$ cat config.mk
export PLATFORM = sky130hd
export DESIGN_NAME = mem_port_arbiter
export DESIGN_NICKNAME = d
export VERILOG_FILES = /design/src/rtl/mem_port_arbiter.sv
export SDC_FILE = /design/constraint.sdc
export NUM_CORES = 1
export LEC_CHECK = 0
export ABC_CLOCK_PERIOD_IN_PS = 3250
export BUFFER_PORTS_ARGS = -buffer_cell sky130_fd_sc_hd__buf_2
export CORE_MARGIN = 2
export CORE_UTILIZATION = 47
export DETAILED_ROUTE_END_ITERATION = 10
export PLACE_DENSITY = 0.81
export SYNTH_ARGS = -nofsm -noshare
export SYNTH_HDL_FRONTEND = slang
export SYNTH_SLANG_ARGS = --single-unit
$ cat constraint.sdc
create_clock -name clk -period 3.25 [get_ports clk]
set_input_delay 0.65 -clock clk [delete_from_list [all_inputs] [get_ports clk]]
set_output_delay 0.65 -clock clk [all_outputs]
set_load 0.02 [all_outputs]
$ cat src/rtl/mem_port_arbiter.sv
// Shares Memory's single data port between single-beat CPU accesses and word-aligned
// loader bursts. The CPU has priority, and a starvation counter forces the loader in.
module mem_port_arbiter #(
   parameter int MAX_BURST    = 16,
   parameter int STARVE_LIMIT = 8,
   parameter int LW           = $clog2(MAX_BURST + 1)
) (
   input  logic          clk,
   input  logic          rst,
   input  logic          cpu_req,
   input  logic [31:0]   cpu_addr,
   input  logic [31:0]   cpu_wdata,
   input  logic [2:0]    cpu_writeMode,
   input  logic [2:0]    cpu_readMode,
   input  logic          cpu_unsignedLoad,
   output logic          cpu_gnt,
   input  logic          ld_req,
   input  logic          ld_we,
   input  logic [31:0]   ld_addr,
   input  logic [LW-1:0] ld_len,
   input  logic [31:0]   ld_wdata,
   output logic          ld_gnt,
   output logic          ld_beat,
   output logic          ld_done,
   output logic [31:0]   rdata,
   output logic [31:0]   address,
   output logic [31:0]   data,
   output logic [2:0]    writeMode,
   output logic [2:0]    readMode,
   output logic          unsignedLoad,
   input  logic [31:0]   dataOutput
);

   localparam int         SW        = $clog2(STARVE_LIMIT + 1);
   localparam logic [2:0] MODE_NONE = 3'd0;
   localparam logic [2:0] MODE_WORD = 3'd3;

   typedef enum logic {IDLE, BURST} state_t;

   state_t        state, state_next;
   logic [31:0]   base, addr_q, data_q, beat_addr;
   logic          burst_we, done_q, last_beat, starve_hit;
   logic [LW-1:0] beats, beat_idx;
   logic [SW-1:0] starve;

   assign beat_addr  = base + (32'(beat_idx) << 2);
   assign last_beat  = (beat_idx == beats - LW'(1));
   assign starve_hit = ld_req && (starve == SW'(STARVE_LIMIT));
   assign rdata      = dataOutput;
   assign ld_done    = done_q;

   // Grants are gated by rst so the Memory port goes quiet the moment reset asserts.
   // NOTE: combinational logic uses blocking assignments, and every output gets a
   // default first so no latch is inferred on paths that do not assign it.
   always_comb begin
      state_next   = state;
      cpu_gnt      = 1'b0;
      ld_gnt       = 1'b0;
      ld_beat      = 1'b0;
      address      = addr_q;
      data         = data_q;
      writeMode    = MODE_NONE;
      readMode     = MODE_NONE;
      unsignedLoad = 1'b0;
      if (rst) begin
         case (state)
            IDLE: begin
               cpu_gnt = cpu_req && !starve_hit;
               if (cpu_gnt) begin
                  address      = cpu_addr;
                  data         = cpu_wdata;
                  writeMode    = cpu_writeMode;
                  readMode     = cpu_readMode;
                  unsignedLoad = cpu_unsignedLoad;
               end else if (ld_req) begin
                  ld_gnt = 1'b1;
                  if (ld_len != '0) state_next = BURST;
               end
            end
            BURST: begin
               ld_beat = 1'b1;
               address = beat_addr;
               if (burst_we) begin
                  data      = ld_wdata;
                  writeMode = MODE_WORD;
               end else begin
                  readMode = MODE_WORD;
               end
               if (last_beat) state_next = IDLE;
            end
         endcase
      end
   end

   // NOTE: clocked state uses non-blocking assignments only, so every register
   // samples the pre-edge values regardless of statement order.
   always_ff @(posedge clk or negedge rst) begin
      if (!rst) begin
         state    <= IDLE;
         base     <= '0;
         burst_we <= 1'b0;
         beats    <= '0;
         beat_idx <= '0;
         starve   <= '0;
         addr_q   <= '0;
         data_q   <= '0;
         done_q   <= 1'b0;
      end else begin
         state  <= state_next;
         addr_q <= address;
         data_q <= data;
         done_q <= (state == BURST && last_beat) || (ld_gnt && ld_len == '0);
         if (ld_gnt) begin
            base     <= ld_addr & 32'hFFFF_FFFC;
            burst_we <= ld_we;
            beats    <= ld_len;
            beat_idx <= '0;
         end else if (state == BURST) begin
            beat_idx <= beat_idx + LW'(1);
         end
         if (ld_gnt || !ld_req)
            starve <= '0;
         else if (cpu_gnt && starve != SW'(STARVE_LIMIT))
            starve <= starve + SW'(1);
      end
   end

endmodule

* Word-level counts from Yosys, hierarchy flattened *
Cells that the tools add are included.

word-level totals
  output and inout bits = 107
  input bits = 177
  word-level logic and storage cells = 65
  flip-flop bits (word level) = 111

operators by class
  reduce and logical (&&, ||, !) cells = 13
  multiplexer cells = 35
  add/subtract/negate cells = 4
  bitwise operators = 1
  equality and inequality tests = 3

operators by type and width
  kind                 count
  $mux 32              5
  $pmux 32 s2          2
  $add 32x7->32        1
  $mux 1               15
  $mux 3               4
  $pmux 3 s2           2
  $mux 5               2
  $mux 4               2
  $add 5x1->5 const B  1
  $eq 5x5->1           1
  $logic_and 1x1->1    5
  $logic_not 5->1      1
  $reduce_bool 5->1    1
  $sub 5x1->5 const B  1
  $add 4x1->4 const B  1
  $eq 4x4->1 const B   1
  $mux 2               2
  $ne 4x4->1 const B   1
  $reduce_bool 2->1    2
  $logic_not 1->1      2
  $logic_or 1x1->1     2
  $pmux 1 s2           1
  $not 1->1            1

* Longest topological paths before layout *
  depth after elaboration = 9
  depth in mapped cells = 9

* Least setup slack after synthesis *
No wires, ideal clock.

  kind = reg-to-output
  start = register beat_idx[0]
  end = output address[20]
  setup slack = 0.182 ns
  stages on the path, launching flop included = 8
  data required time = 2.600 ns
  data arrival time = 2.418 ns
  path through = dfrtp_1 > ha_1 > fa_1 > a21o_1 > a22o_1 > and3_1 > xnor2_1 > a221oi_1

between the ends
  cells in the longest elaborated chain, start to end = 3

ends and longest elaborated chain
  item                    line  RTL
  start, declared         43    logic [LW-1:0] beats, beat_idx;
  start signal, assigned  119   beat_idx <= beat_idx + LW'(1);
  $add 32x7->32           46    assign beat_addr = base + (32'(beat_idx) << 2);
  $pmux 32 s2             66    case (state)
  $mux 32                 65    if (rst) begin
  end, declared           26    output logic [31:0] address,

Every way passes these cells.

* Worst setup path after layout *
  start = register base[2]
  end = output address[20]

between the ends
  cells in the longest elaborated chain, start to end = 3

ends and longest elaborated chain
  item                    line  RTL
  start, declared         41    logic [31:0] base, addr_q, data_q, beat_addr;
  start signal, assigned  114   base <= ld_addr & 32'hFFFF_FFFC;
  $add 32x7->32           46
  $pmux 32 s2             66
  $mux 32                 65

Every way passes these cells.

==> impl_metrics.json <==
{
  "fill_cells": 1132,
  "critPathLaunchType": "register",
  "clk_pin_slew_ps": 70,
  "htree_levels": 3,
  "maxSlewViolCount": 0,
  "cts_made_buffers": 9,
  "cts_root_buffer": "clkbuf_16",
  "clockPowerShare": 0.159,
  "post-route-period-util": 0.994,
  "synth_edf_count": 0,
  "wl_per_cell_um": 17.1,
  "setup_viol": 0,
  "start_util": 0.479,
  "critPathSlowestCell": "dfrtp_1",
  "worst_slack_ps": 19.9,
  "power.leakage_nw": 3.64,
  "path_cells": "ha_2 -> fa_2 -> a21o_1 -> a22o_4 -> and3_4 -> xnor2_2 -> a221oi_2 -> buf_4",
  "drc": 0,
  "power.switching_mw": 3.23,
  "grt_pass1_wl_mm": 25.8,
  "viasPerCell": 5.48,
  "critPathRequiredTime_ps": 2600,
  "placed_cells": 1005,
  "critPathMaxStageDelay_ps": 380,
  "synth_flop_cell": "dfrtp_1",
  "fin_crit_ps": 3230,
  "cts_buffer_depth": 2,
  "fin_nets": 1036,
  "die_x_um": 117,
  "seqPwrFrac": 0.346,
  "die_y_um": 117,
  "grt_max_degree": 57,
  "synth.net_count": 854,
  "power_mw": 7.41,
  "hold_class": "in -> async",
  "tightestPinTransition_ps": 507,
  "io_buffers": 217,
  "reg2reg_to": "addr_q[20]",
  "whs_ps": 169,
  "timing.max_cap.violations": 0,
  "core_um2": 12500,
  "fin_cells": 1028,
  "routed-via-count": 5633,
  "netlist_instances": 667,
  "outcome": "complete, no violations",
  "worstSkewPairLatency_ps": 350,
  "die_area_um2": 13700,
  "peakVddDrop_uv": 553,
  "p_sw_frac": 0.436,
  "ff2ff_path_depth": 8,
  "synthToLayoutAreaGrowth_pct": 27.7,
  "p_int_mw": 4.18,
  "pre_cts_ws_ps": 185,
  "dp_hpwl_mm": 12.9,
  "drive_gt1_frac": 0.347,
  "ant_nets": 0,
  "boundaryPins": 284,
  "clkSinkCount": 111,
  "postCtsHoldBufs": 0,
  "p_comb_frac": 0.496,
  "slew_headroom": 0.662,
  "finalHoldViolCount": 0,
  "fmax_mhz": 310,
  "multi_input_area_um2": 2940,
  "endpoint_kind": "output pin",
  "final_area_um2": 7650,
  "syn_area_um2": 5990,
  "place.gp.congestion": 0.869,
  "power_per_cell_area_nw_per_um2": 970,
  "overflow": 0,
  "ff_latch_area_um2": 2780,
  "async_flop_share": 1.00,
  "cp.arrival_ps": 2580,
  "worstSetupPathType": "reg -> out",
  "grtUsageTotal": 0.246,
  "syn_avg_cell_area_um2": 8.98,
  "placed_area_um2": 7090,
  "drt_iter0_drc": 541,
  "yosysUniqueCellTypes": 59,
  "skew_ps": 8.42,
  "rsz0062_at_grt": "yes",
  "crit_fanout": 6,
  "yosys_warnings": 0,
  "synth-seq-cells": 111,
  "grt_pass1_vias": 5292,
  "wl_mm": 17.6,
  "r2r-start": "base[2]",
  "cts_tree": "yes",
  "row_count": 41,
  "firstDrtPassIters": 5,
  "ys_seq_area_frac": 0.464,
  "crit_family": "compound AO/OA/AOI/OAI gates",
  "grt_antenna_before_repair": 4,
  "r2r_slack_ps": 1010,
  "path_buf_inv": 1
}
metrics by stage:
step	util	TNS [ps]
3_3_place_gp	0.566	0
5_1_grt	0.611	-145
2_1_floorplan	-	0
6_report	0.611	0
4_1_cts	0.598	0
3_5_place_dp	0.566	0
per-layer routing:
metal,vias up,share of wire,GRT usage
met1,2665,0.43,0.318
li1,2716,-,-
met4,2,0.020,0.100
met2,220,0.48,0.407
met5,-,0.00068,0
met3,30,0.064,0.0505
logic make-up (layout without fill, tap and decap cells):
logic type | Yosys count | count (layout) | share of synthesized area
other | 0 | 3 | 0
and+or+nand+nor | 252 | 252 | 0.189
AOI/OAI and AO/OA | 174 | 174 | 0.194
buffers and inverters | 84 | 270 | 0.0758
DFF | 111 | 111 | 0.464
muxes | 4 | 4 | 0.00669
adders and majority gates | 10 | 10 | 0.0221
xor gates and xnor gates | 32 | 32 | 0.0491
cell type report:
cell class	count	area share
multi-input cells	472	0.384
flip-flops and latches	111	0.364
repair buffers	243	0.177
clock buffers	11	0.0317
well taps	172	0.0281
clock inverters	4	0.00916
inverters	12	0.00589
diodes	3	0.000982
worst max-delay path by stage:
| stage | start | end | slack (ps) | cells after the start |
|---|---|---|---|---|
| 3_3_place_gp | base[2] | address[20] | 220 | 8 |
| 5_1_grt | base[2] | address[20] | -80 | 8 |
| 6_report | base[2] | address[20] | 20 | 8 |
| 3_5_place_dp | beat_idx[4] | address[27] | 190 | 7 |
| 2_1_floorplan | beat_idx[0] | address[20] | 180 | 7 |
| 4_1_cts | base[2] | address[20] | 4 | 8 |
placed cells by master (no fill, tap or decap), drive strengths merged, types with 2 or more instances in the layout:
cell,count
nand2,136
o2111ai,4
xor2,18
o2bb2ai,3
o221ai,9
a22oi,12
nand3,18
nand4,5
clkbuf,11
and2,2
o22a,3
o21ai,14
xnor2,13
a22o,4
ha,9
a21o,2
nor2b,3
nor3,5
diode,3
a221oi,11
o22ai,57
a31oi,2
dfrtp,111
buf,243
clkinv,3
mux2i,4
a21oi,42
inv,11
nor4,4
or3,3
or4,2
and3,12
nor2,58
bufinv,2
o211ai,4
synthesized netlist by cell type, types with 12 or more instances:
master,number,share of area
o22ai_1,57,0.060
buf_2,12,0.010
and3_1,12,0.013
dfrtp_1,111,0.46
nand3_1,16,0.013
clkbuf_1,26,0.016
nand2_1,136,0.085
a21oi_1,42,0.035
xor2_1,18,0.026
buf_4,33,0.041
nor2_1,57,0.036
xnor2_1,13,0.019
repair_timing:
action | 4_1_cts | 5_1_grt
setup endpoints to repair | 21 | 27
endpoints found under the hold margin | 0 | 0
setup buffers | 1 | 4
pin swaps | 4 | 7
gates resized for setup | 17 | 23
flip-flops by register name, indices dropped and copies added, names as in the netlist:
register,count
addr_q,32
data_q,32
base,30
beat_idx,5
beats,5
starve,4
burst_we,1
ld_done,1
state,1
power groups by stage:
stage / clock [mW] / sequential [mW] / combinational, mW
6_report: 1.18 / 2.56 / 3.67
5_1_grt: 1.26 / 2.65 / 4.03
4_1_cts: 1.20 / 2.53 / 3.52
3_5_place_dp: 0 / 2.55 / 3.40
3_3_place_gp: 0 / 2.52 / 3.33
2_1_floorplan: 0 / 2.41 / 2.41
No activity file was read; power rests on OpenSTA's default activity.
